**src/rtl/rv32i_types.sv**
```systemverilog
// rtl/rv32i_types.sv - shared RV32I types for the pipeline and the memory-access stage
package rv32i_types;

    typedef enum logic [6:0] {
        op_lui   = 7'b0110111,
        op_auipc = 7'b0010111,
        op_jal   = 7'b1101111,
        op_jalr  = 7'b1100111,
        op_br    = 7'b1100011,
        op_load  = 7'b0000011,
        op_store = 7'b0100011,
        op_imm   = 7'b0010011,
        op_reg   = 7'b0110011,
        op_csr   = 7'b1110011
    } rv32i_opcode;

    typedef enum logic [2:0] {
        lb  = 3'b000,
        lh  = 3'b001,
        lw  = 3'b010,
        lbu = 3'b100,
        lhu = 3'b101
    } load_funct3_t;

    typedef enum logic [2:0] {
        sb = 3'b000,
        sh = 3'b001,
        sw = 3'b010
    } store_funct3_t;

    typedef enum logic {
        MA_IDLE   = 1'b0,
        MA_ACCESS = 1'b1
    } ma_state_t;

    typedef struct packed {
        rv32i_opcode opcode;
        logic        load_regfile;
        logic [4:0]  rd;
    } rv32i_control_word;

endpackage

```
**src/rtl/mem_access_stage_load_align.sv**
```systemverilog
// rtl/mem_access_stage_load_align.sv - shifts cache read data by the byte offset and extends it
module load_align
    import rv32i_types::*;
(
    input  logic [31:0] rdata,
    input  logic [1:0]  offset,
    input  logic [2:0]  funct3,
    output logic [31:0] mdr
);

    logic [31:0] shifted;

    // Bring the addressed byte/halfword down to bit 0, then extend per funct3.
    always_comb begin
        shifted = rdata >> {offset, 3'b000};
        case (funct3)
            lb:      mdr = {{24{shifted[7]}}, shifted[7:0]};
            lbu:     mdr = {24'b0, shifted[7:0]};
            lh:      mdr = {{16{shifted[15]}}, shifted[15:0]};
            lhu:     mdr = {16'b0, shifted[15:0]};
            default: mdr = rdata;
        endcase
    end

endmodule

```
**src/rtl/mem_access_stage.sv**
```systemverilog
// rtl/mem_access_stage.sv - MA stage: data-cache request, miss stall, load alignment, MA/WB register
module mem_access_stage
    import rv32i_types::*;
#(
    parameter int STALL_CNT_W = 32
)
(
    input  logic                   clk,
    input  logic                   rst,
    input  rv32i_control_word      ctrl_word_in,
    input  logic [31:0]            instruction_in,
    input  logic [31:0]            PC_in,
    input  logic [31:0]            alu_in,
    input  logic [31:0]            rs2_in,
    input  logic [3:0]             mem_byte_enable_in,
    input  logic [1:0]             addr_offset_in,
    input  logic                   br_en_in,
    input  logic [31:0]            dmem_rdata,
    input  logic                   dmem_resp,
    output logic [31:0]            dmem_address,
    output logic                   dmem_read,
    output logic                   dmem_write,
    output logic [31:0]            dmem_wdata,
    output logic [3:0]             dmem_byte_enable,
    output logic                   MA_stall,
    output rv32i_control_word      ctrl_word_out,
    output logic [31:0]            instruction_out,
    output logic [31:0]            PC_out,
    output logic [31:0]            alu_out,
    output logic [31:0]            mdr_out,
    output logic [31:0]            wb_data_out,
    output logic                   br_en_out,
    output logic                   misalign_out,
    output logic [STALL_CNT_W-1:0] stall_cycles
);

    ma_state_t               state_q, state_d;
    rv32i_control_word       ctrl_q, ctrl_d;
    logic [31:0]             instr_q, instr_d;
    logic [31:0]             pc_q, pc_d;
    logic [31:0]             alu_q, alu_d;
    logic [31:0]             mdr_q, mdr_d;
    logic                    br_en_q, br_en_d;
    logic                    misalign_q, misalign_d;
    logic [STALL_CNT_W-1:0]  stall_cnt_q, stall_cnt_d;

    logic [2:0]  funct3_in;
    logic        is_load, is_store, misaligned, issue;
    logic        req, stall_raw;
    logic [31:0] aligned;

    assign funct3_in = instruction_in[14:12];
    assign is_load   = (ctrl_word_in.opcode == op_load);
    assign is_store  = (ctrl_word_in.opcode == op_store);

    // Word accesses need offset 0; halfwords may not straddle the word boundary.
    always_comb begin
        misaligned = 1'b0;
        if (is_load)
            misaligned = ((funct3_in == lw) && (addr_offset_in != 2'd0)) ||
                         (((funct3_in == lh) || (funct3_in == lhu)) && (addr_offset_in == 2'd3));
        else if (is_store)
            misaligned = ((funct3_in == sw) && (addr_offset_in != 2'd0)) ||
                         ((funct3_in == sh) && (addr_offset_in == 2'd3));
    end

    assign issue = (is_load || is_store) && !misaligned;

    load_align u_load_align (
        .rdata  (dmem_rdata),
        .offset (addr_offset_in),
        .funct3 (funct3_in),
        .mdr    (aligned)
    );

    // Request/stall FSM: a hit answered in the issue cycle never leaves IDLE.
    always_comb begin
        state_d   = state_q;
        req       = 1'b0;
        stall_raw = 1'b0;
        case (state_q)
            MA_IDLE: begin
                req       = issue;
                stall_raw = issue && !dmem_resp;
                if (issue && !dmem_resp)
                    state_d = MA_ACCESS;
            end
            MA_ACCESS: begin
                req       = 1'b1;
                stall_raw = !dmem_resp;
                if (dmem_resp)
                    state_d = MA_IDLE;
            end
            default: state_d = MA_IDLE;
        endcase
    end

    assign dmem_read        = req && is_load && !rst;
    assign dmem_write       = req && is_store && !rst;
    assign MA_stall         = stall_raw && !rst;
    assign dmem_address     = {alu_in[31:2], 2'b00};
    assign dmem_wdata       = rs2_in << {addr_offset_in, 3'b000};
    assign dmem_byte_enable = is_load ? 4'b1111 : mem_byte_enable_in;

    // MA/WB next values: capture whenever the stage is not stalled, otherwise hold.
    always_comb begin
        ctrl_d      = ctrl_q;
        instr_d     = instr_q;
        pc_d        = pc_q;
        alu_d       = alu_q;
        mdr_d       = mdr_q;
        br_en_d     = br_en_q;
        misalign_d  = misalign_q;
        stall_cnt_d = stall_cnt_q;
        if (MA_stall) begin
            if (stall_cnt_q != {STALL_CNT_W{1'b1}})
                stall_cnt_d = stall_cnt_q + STALL_CNT_W'(1);
        end else begin
            ctrl_d       = ctrl_word_in;
            instr_d      = instruction_in;
            pc_d         = PC_in;
            alu_d        = alu_in;
            br_en_d      = br_en_in;
            misalign_d   = misaligned;
            mdr_d        = (is_load && !misaligned) ? aligned : 32'b0;
            if (misaligned)
                ctrl_d.load_regfile = 1'b0;
        end
    end

    // State and MA/WB registers with synchronous reset.
    always_ff @(posedge clk) begin
        if (rst) begin
            state_q     <= MA_IDLE;
            ctrl_q      <= '0;
            instr_q     <= '0;
            pc_q        <= '0;
            alu_q       <= '0;
            mdr_q       <= '0;
            br_en_q     <= 1'b0;
            misalign_q  <= 1'b0;
            stall_cnt_q <= '0;
        end else begin
            state_q     <= state_d;
            ctrl_q      <= ctrl_d;
            instr_q     <= instr_d;
            pc_q        <= pc_d;
            alu_q       <= alu_d;
            mdr_q       <= mdr_d;
            br_en_q     <= br_en_d;
            misalign_q  <= misalign_d;
            stall_cnt_q <= stall_cnt_d;
        end
    end

    // Forwarding value: load data, slt/sltu compare bit, or the ALU result.
    always_comb begin
        wb_data_out = alu_q;
        if (ctrl_q.opcode == op_load)
            wb_data_out = mdr_q;
        else if (((ctrl_q.opcode == op_reg) || (ctrl_q.opcode == op_imm)) &&
                 ((instr_q[14:12] == 3'b010) || (instr_q[14:12] == 3'b011)))
            wb_data_out = {31'b0, br_en_q};
    end

    assign ctrl_word_out   = ctrl_q;
    assign instruction_out = instr_q;
    assign PC_out          = pc_q;
    assign alu_out         = alu_q;
    assign mdr_out         = mdr_q;
    assign br_en_out       = br_en_q;
    assign misalign_out    = misalign_q;
    assign stall_cycles    = stall_cnt_q;

endmodule

```
**config.mk**
```make
export PLATFORM = sky130hd
export DESIGN_NAME = mem_access_stage
export DESIGN_NICKNAME = d
export VERILOG_FILES = /design/src/rtl/rv32i_types.sv /design/src/rtl/mem_access_stage_load_align.sv /design/src/rtl/mem_access_stage.sv
export SDC_FILE = /design/constraint.sdc
export NUM_CORES = 1
export LEC_CHECK = 0
export ABC_AREA = 1
export ABC_CLOCK_PERIOD_IN_PS = 4100
export CORE_ASPECT_RATIO = 0.5
export CORE_MARGIN = 5
export CORE_UTILIZATION = 32
export DETAILED_ROUTE_END_ITERATION = 10
export PLACE_DENSITY = 0.7
export SLEW_MARGIN = 20
export SYNTH_ARGS = -nofsm -noshare
export SYNTH_HDL_FRONTEND = slang
export SYNTH_HIERARCHICAL = 1
export SYNTH_SLANG_ARGS = --single-unit
```
**constraint.sdc**
```tcl
create_clock -name clk -period 4.1 [get_ports clk]
set_clock_uncertainty 0.2 [all_clocks]
set_input_delay 0.82 -clock clk [delete_from_list [all_inputs] [get_ports clk]]
set_output_delay 0.82 -clock clk [all_outputs]
set_load 0.005 [all_outputs]
```
# Yosys cells after proc, flatten, opt, wreduce, memory -nomap -nowiden
# Cells that the tools add are included.
totals:
  reg_bits: 176
  out_inout_bits: 278
  word_cells: 65
  inputBits: 183
op_classes:
  n_shift: 2
  muxes: 13
  n_bitwise: 1
  add_sub_neg: 1
  n_reduce_logical: 24
  n_eq_ne: 13
op_table:
  columns: ["op", "count"]
  rows:
  - ["case mux 32 bit (4 select lines)", 1]
  - ["two-way mux 32 bit", 3]
  - ["adder 32 x 1 -> 32 bit (second input constant)", 1]
  - ["!= test 32 bit (second input constant)", 1]
  - ["<< shifter 32 x 5 -> 32 bit", 1]
  - [">> shifter 32 x 5 -> 16 bit", 1]
  - ["== test 7 x 2 -> 1 bit (second input constant)", 2]
  - ["== test 7 x 6 -> 1 bit (second input constant)", 2]
  - ["logical AND 1 bit", 12]
  - ["== test 3 x 2 -> 1 bit (second input constant)", 3]
  - ["== test 7 x 5 -> 1 bit (second input constant)", 1]
  - ["== test 3 bit (second input constant)", 2]
  - ["logical OR 1 bit", 6]
  - ["case mux 1 bit (2 select lines)", 3]
  - ["two-way mux 1 bit", 5]
  - ["two-way mux 4 bit", 1]
  - ["== test 3 x 1 -> 1 bit (second input constant)", 1]
  - ["zero test 1 bit", 3]
  - ["zero test 3 bit", 1]
  - ["== test 2 bit (second input constant)", 1]
  - ["AND reduction 2 bit", 1]
  - ["nonzero test 2 bit", 1]
  - ["inverter 1 bit", 1]

# Depth between registers and ports, before layout
# Gate-level depths: netlist (run 1).
logic_depth:
  word_depth: 11
  mapped_depth: 14
  ltp_nobuf: 11

# Cells and area by module
# The synthesis (run 1) kept the hierarchy.
modules_own_cells:
  columns: ["mod", "area_each_um2", "cells_each", "n_inst", "seq_area_each_um2"]
  rows:
  - ["mem_access_stage", 8854.7, 1288, 1, 3523.4]
  - ["load_align", 878.3, 194, 1, 0.0]

# Worst setup path after synthesis (run 1)
# OpenSTA, ideal clock, no wires.
synth_path:
  path_kind: "input to output"
  from: "in addr_offset_in[0]"
  to: "out MA_stall"
  path_buffers: 3
  setup_slack_ns: 1.161
  path_stages: 12
  arrival_time_ns: 1.919
  t_required_ns: 3.080
  path_cell_list: "buf_6 > inv_4 > nand2_4 > nand3_2 > nand2_1 > nand2_1 > nand3_2 > nand2_4 > nand2_4 > inv_2 > buf_8 > buf_6"
synth_between:
  elab_chain_cells: 10
  elab_cells_between_ends: 14
  cone_classes: "eq/ne: 1; mux: 3; reduce/logical: 10"
synth_rtl:
  columns: ["item", "line_no", "source"]
  rows:
  - ["start: declaration", "mem_access_stage.sv:16", "input logic [1:0] addr_offset_in,"]
  - ["== test 2 bit or nonzero test 2 bit (tied branches)", null, null]
  - ["logical AND 1 bit, on equally long branches", "mem_access_stage.sv:64, mem_access_stage.sv:60, mem_access_stage.sv:63", null]
  - ["logical OR 1 bit", "mem_access_stage.sv:63", "misaligned = ((funct3_in == sw) && (addr_offset_in != 2'd0)) ||"]
  - ["two-way mux 1 bit", "mem_access_stage.sv:62", "else if (is_store)"]
  - ["two-way mux 1 bit (*)", "mem_access_stage.sv:59", "if (is_load)"]
  - ["zero test 1 bit (*)", "mem_access_stage.sv:67", "assign issue = (is_load || is_store) && !misaligned;"]
  - ["logical AND 1 bit (*)", "mem_access_stage.sv:67", null]
  - ["logical AND 1 bit (*)", "mem_access_stage.sv:84", "stall_raw = issue && !dmem_resp;"]
  - ["case mux 1 bit (2 select lines) (*)", "mem_access_stage.sv:81", "case (state_q)"]
  - ["logical AND 1 bit (*)", "mem_access_stage.sv:100", "assign MA_stall = stall_raw && !rst;"]
  - ["end: declaration", "mem_access_stage.sv:25", "output logic MA_stall,"]
# Every way passes the cells marked *; elsewhere a longest branch is shown, timed or not.

# Final worst setup path (run 1)
layout_path:
  from: "in addr_offset_in[1]"
  to: "out dmem_wdata[22]"
layout_between:
  elab_chain_cells: 1
layout_rtl:
  columns: ["item", "line_no", "source"]
  rows:
  - ["<< shifter 32 x 5 -> 32 bit", "mem_access_stage.sv:102", "assign dmem_wdata = rs2_in << {addr_offset_in, 3'b000};"]
  - ["end: declaration", "mem_access_stage.sv:23", "output logic [31:0] dmem_wdata,"]
# Every way passes these cells.

==> summary.txt, run 1 <==
Met3 Wirelength: 1975 um
uppermost routed layer: met4
Post-Syn Area: 0.009733 sq mm
fillers: 2943
final wirelength: 39590 um
# hold bufs at CTS: 0
Tmin final: 3856 ps
pwr dens: 287.4 mW/mm^2
commonest non-fill, non-tap cell in the layout: nand2_1
cts repair resizes: 0
Clk pwr share: 39.5%
Clk Latency, worst-skew pair: 450 ps
CTS tree: done
vias in the first global route: 9956
DP Area: 0.01425 sq mm
design area: 0.01486 sq mm
r2r setup slk: 1520 ps
H-tree levels: 4
status: completed
Iter 0 DRT Violations: 913
initial antenna violation count: 1
Sequential Power Share: 42.5%
clock-pin slew on the worst setup and hold paths: 60 ps
RSZ-0062 raised after global routing: false
Final period util: 94.04%
Final ANT Viol Nets: 0
initial core utilization: 32.25%
IO Port Bufs: 458
Synth Instances: 1482
Post-route DRC: 0
post-CTS setup buffer count: 0
CP max FO: 37
CP endpoint kind: primary output
worst hold path type: reg -> reg
WS Path Type: in -> out
total global-route track usage: 21.89%
YS warnings: 6
GRT Residual Overflow: 0
Longest Clk Path Bufs: 2
sequential area share after synthesis: 36.20%
maximum resistive drop on vdd: 269.3 uV
share of the synthesized area in the top cell type: 36.20%
leakage power: 5.991 nW
Max transition margin: 46.04%
hold depth: 2
layout cell share with drive strength beyond 1: 7.326%
Core Area: 0.03018 sq mm
setup TNS: 0 ps
FF-to-FF path depth: 11
flops & latches, synth: 176
RR Startpoint: stall_cycles[0]$_SDFFE_PP0P_
Die Ht: 133.3 um
Root Driver: clkbuf_16
library cells used by synthesis: 37
Final nets: 2041
Via density: 4.808
Psw: 1.125 mW
Pins Over Slew Limit: 0
Peak Freq: 0.2594 GHz
endpoints failing hold: 0
Switching Share: 26.35%
Hold EP: instruction_out[31]$_SDFFE_PP0N_
WL/cell: 17.44 um
number of core rows: 45
cell-internal power: 3.145 mW
area leader, netlist: dfxtp_1
DR WL met2: 20170 um
area grow syn2layout: 52.63%
Worst Path Required: 3080 ps
hold_sp: instruction_out[31]$_SDFFE_PP0N_
Die Wd: 256.6 um
MaxCap Viol Count: 0
Pre-antenna DRT Iters: 5
setup slack at placement: 244.8 ps
Worst Path Arrival: 2840 ps
IO Count: 461
Metal-1 WL: 16590 um
Synth area leaders: dfxtp_1 (36%), nand2_1 (18%), nand3_1 (10%), o21ai_0 (5.6%), inv_1 (4.2%)
die area: 0.03422 sq mm
Finish-stage setup viols: 0
FF-to-FF End: stall_cycles[0]$_SDFFE_PP0P_
global-route wire length before repair: 59590 um
via count: 10910
total power: 4.270 mW
commonest cells after routing, fill and taps aside: nand2_1 (462), clkdlybuf4s50_1 (457), nand3_1 (198)
Final HPWL DP: 29930 um
routability congestion estimate: 0.9660
largest net degree at the start of global routing: 152
syn_area_per_cell: 6.568 sq um
combinational share of power: 18.0%
CTS Buf Count: 17
crit start category: input pin
Worst Max-Slew Pin Slew: 809.4 ps
Sink Count: 176
fin worst setup slack: 244.2 ps
## critical path, cell delays in order
cell and delay [ps]:
clkdlybuf4s50_1 540, buf_4 380, nand2_1 290, o22ai_1 260, clkdlybuf4s50_1 540
## metrics by stage
stage               cells  util [%]  hold slack [ps]
floorplan            1483         -            246.0
global placement     2237     47.23            235.5
detailed placement   2237     47.23            238.2
CTS                  2269     49.22            254.3
global route         2270     49.22            267.9
finish               2270     49.22            251.2
## how the worst max path moves through the flow
stage,start,end,slack (ps),cells past startpoint
final,addr_offset_in[1],dmem_wdata[22],240,5
after global routing,addr_offset_in[1],dmem_wdata[22],150,5
after CTS,addr_offset_in[1],dmem_wdata[22],240,5
after detailed placement,addr_offset_in[1],dmem_wdata[22],240,5
after global placement,addr_offset_in[1],dmem_wdata[22],260,5
after floorplan,addr_offset_in[0],MA_stall,1160,12
## synthesized netlist by cell type
cell type and number:
a21oi_1 46, conb_1 1, o21ai_1 3, xnor2_1 7, nand4_1 34, buf_8 3, buf_6 14, a22oi_1 8
o21ai_0 109, o22ai_1 7, nand3_1 198, nor2_1 103, a21oi_2 26, ha_1 1, inv_2 3, nor3_2 1
nand3_2 5, nand3b_1 1, nand2_4 3, nor2_4 2, nand3_4 1, buf_2 18, xor2_1 5, buf_4 42
nor3_1 2, nand2_2 5, dfxtp_1 176, inv_1 108, o32ai_1 1, or2_2 4, nor2_2 30, clkbuf_1 45
nor4_1 1, o211ai_1 1, nand2_1 462, buf_1 3, inv_4 3
## routing by layer
| metal | vias up | global-route usage (%) |
|---|---|---|
| met5 | - | 0 |
| met4 | 0 | 5.837 |
| met3 | 52 | 4.337 |
| met2 | 325 | 38.64 |
| met1 | 5009 | 27.54 |
| li1 | 5528 | - |
## cell families after synthesis
logic type      Yosys count  share of synthesized area [%]
simple gates            852                          38.28
buf+inv                 239                          12.57
compound gates          201                          11.70
other cells               1                        0.03853
fa+ha+maj                 1                         0.1285
flops                   176                          36.20
xor+xnor                 12                          1.080
## cell type report
type | instances | area, sq um | share of cell area, %
multi-input combinational | 1068 | 4997 | 33.64
timing repair buffer | 480 | 4795 | 32.27
sequential | 176 | 3523 | 23.72
tap | 399 | 499.2 | 3.361
clock buffer | 20 | 446.7 | 3.007
inverter | 114 | 440.4 | 2.965
clock inverter | 12 | 151.4 | 1.019
antenna | 1 | 2.502 | 0.01684
## power by group through the flow
stage	sequential, mW	combinational (mW)	clock (mW)
floorplan	1.85	0.270	0
global placement	1.85	0.767	0
detailed placement	1.85	0.768	0
CTS	1.81	0.773	1.72
global route	1.82	0.828	1.80
finish	1.82	0.769	1.69
## registers in the layout, summed over array words and instances (netlist names)
register         count
br_en_out            1
instruction_out     32
stall_cycles        32
ctrl_word_out       13
PC_out              32
mdr_out             32
misalign_out         1
state_q              1
alu_out             32
(Power assumes the default switching activity.)
==> run 2: changes to the inputs <==
--- a/config.mk
+++ b/config.mk
@@ -11,7 +11,9 @@
 export CORE_MARGIN = 5
 export CORE_UTILIZATION = 32
 export DETAILED_ROUTE_END_ITERATION = 10
+export HOLD_SLACK_MARGIN = 0.02
 export PLACE_DENSITY = 0.7
+export SKIP_CTS_REPAIR_TIMING = 1
 export SLEW_MARGIN = 20
 export SYNTH_ARGS = -nofsm -noshare
 export SYNTH_HDL_FRONTEND = slang
==> results of run 2 <==
No change in the layout: final DEF, timing and power equal those of run 1.
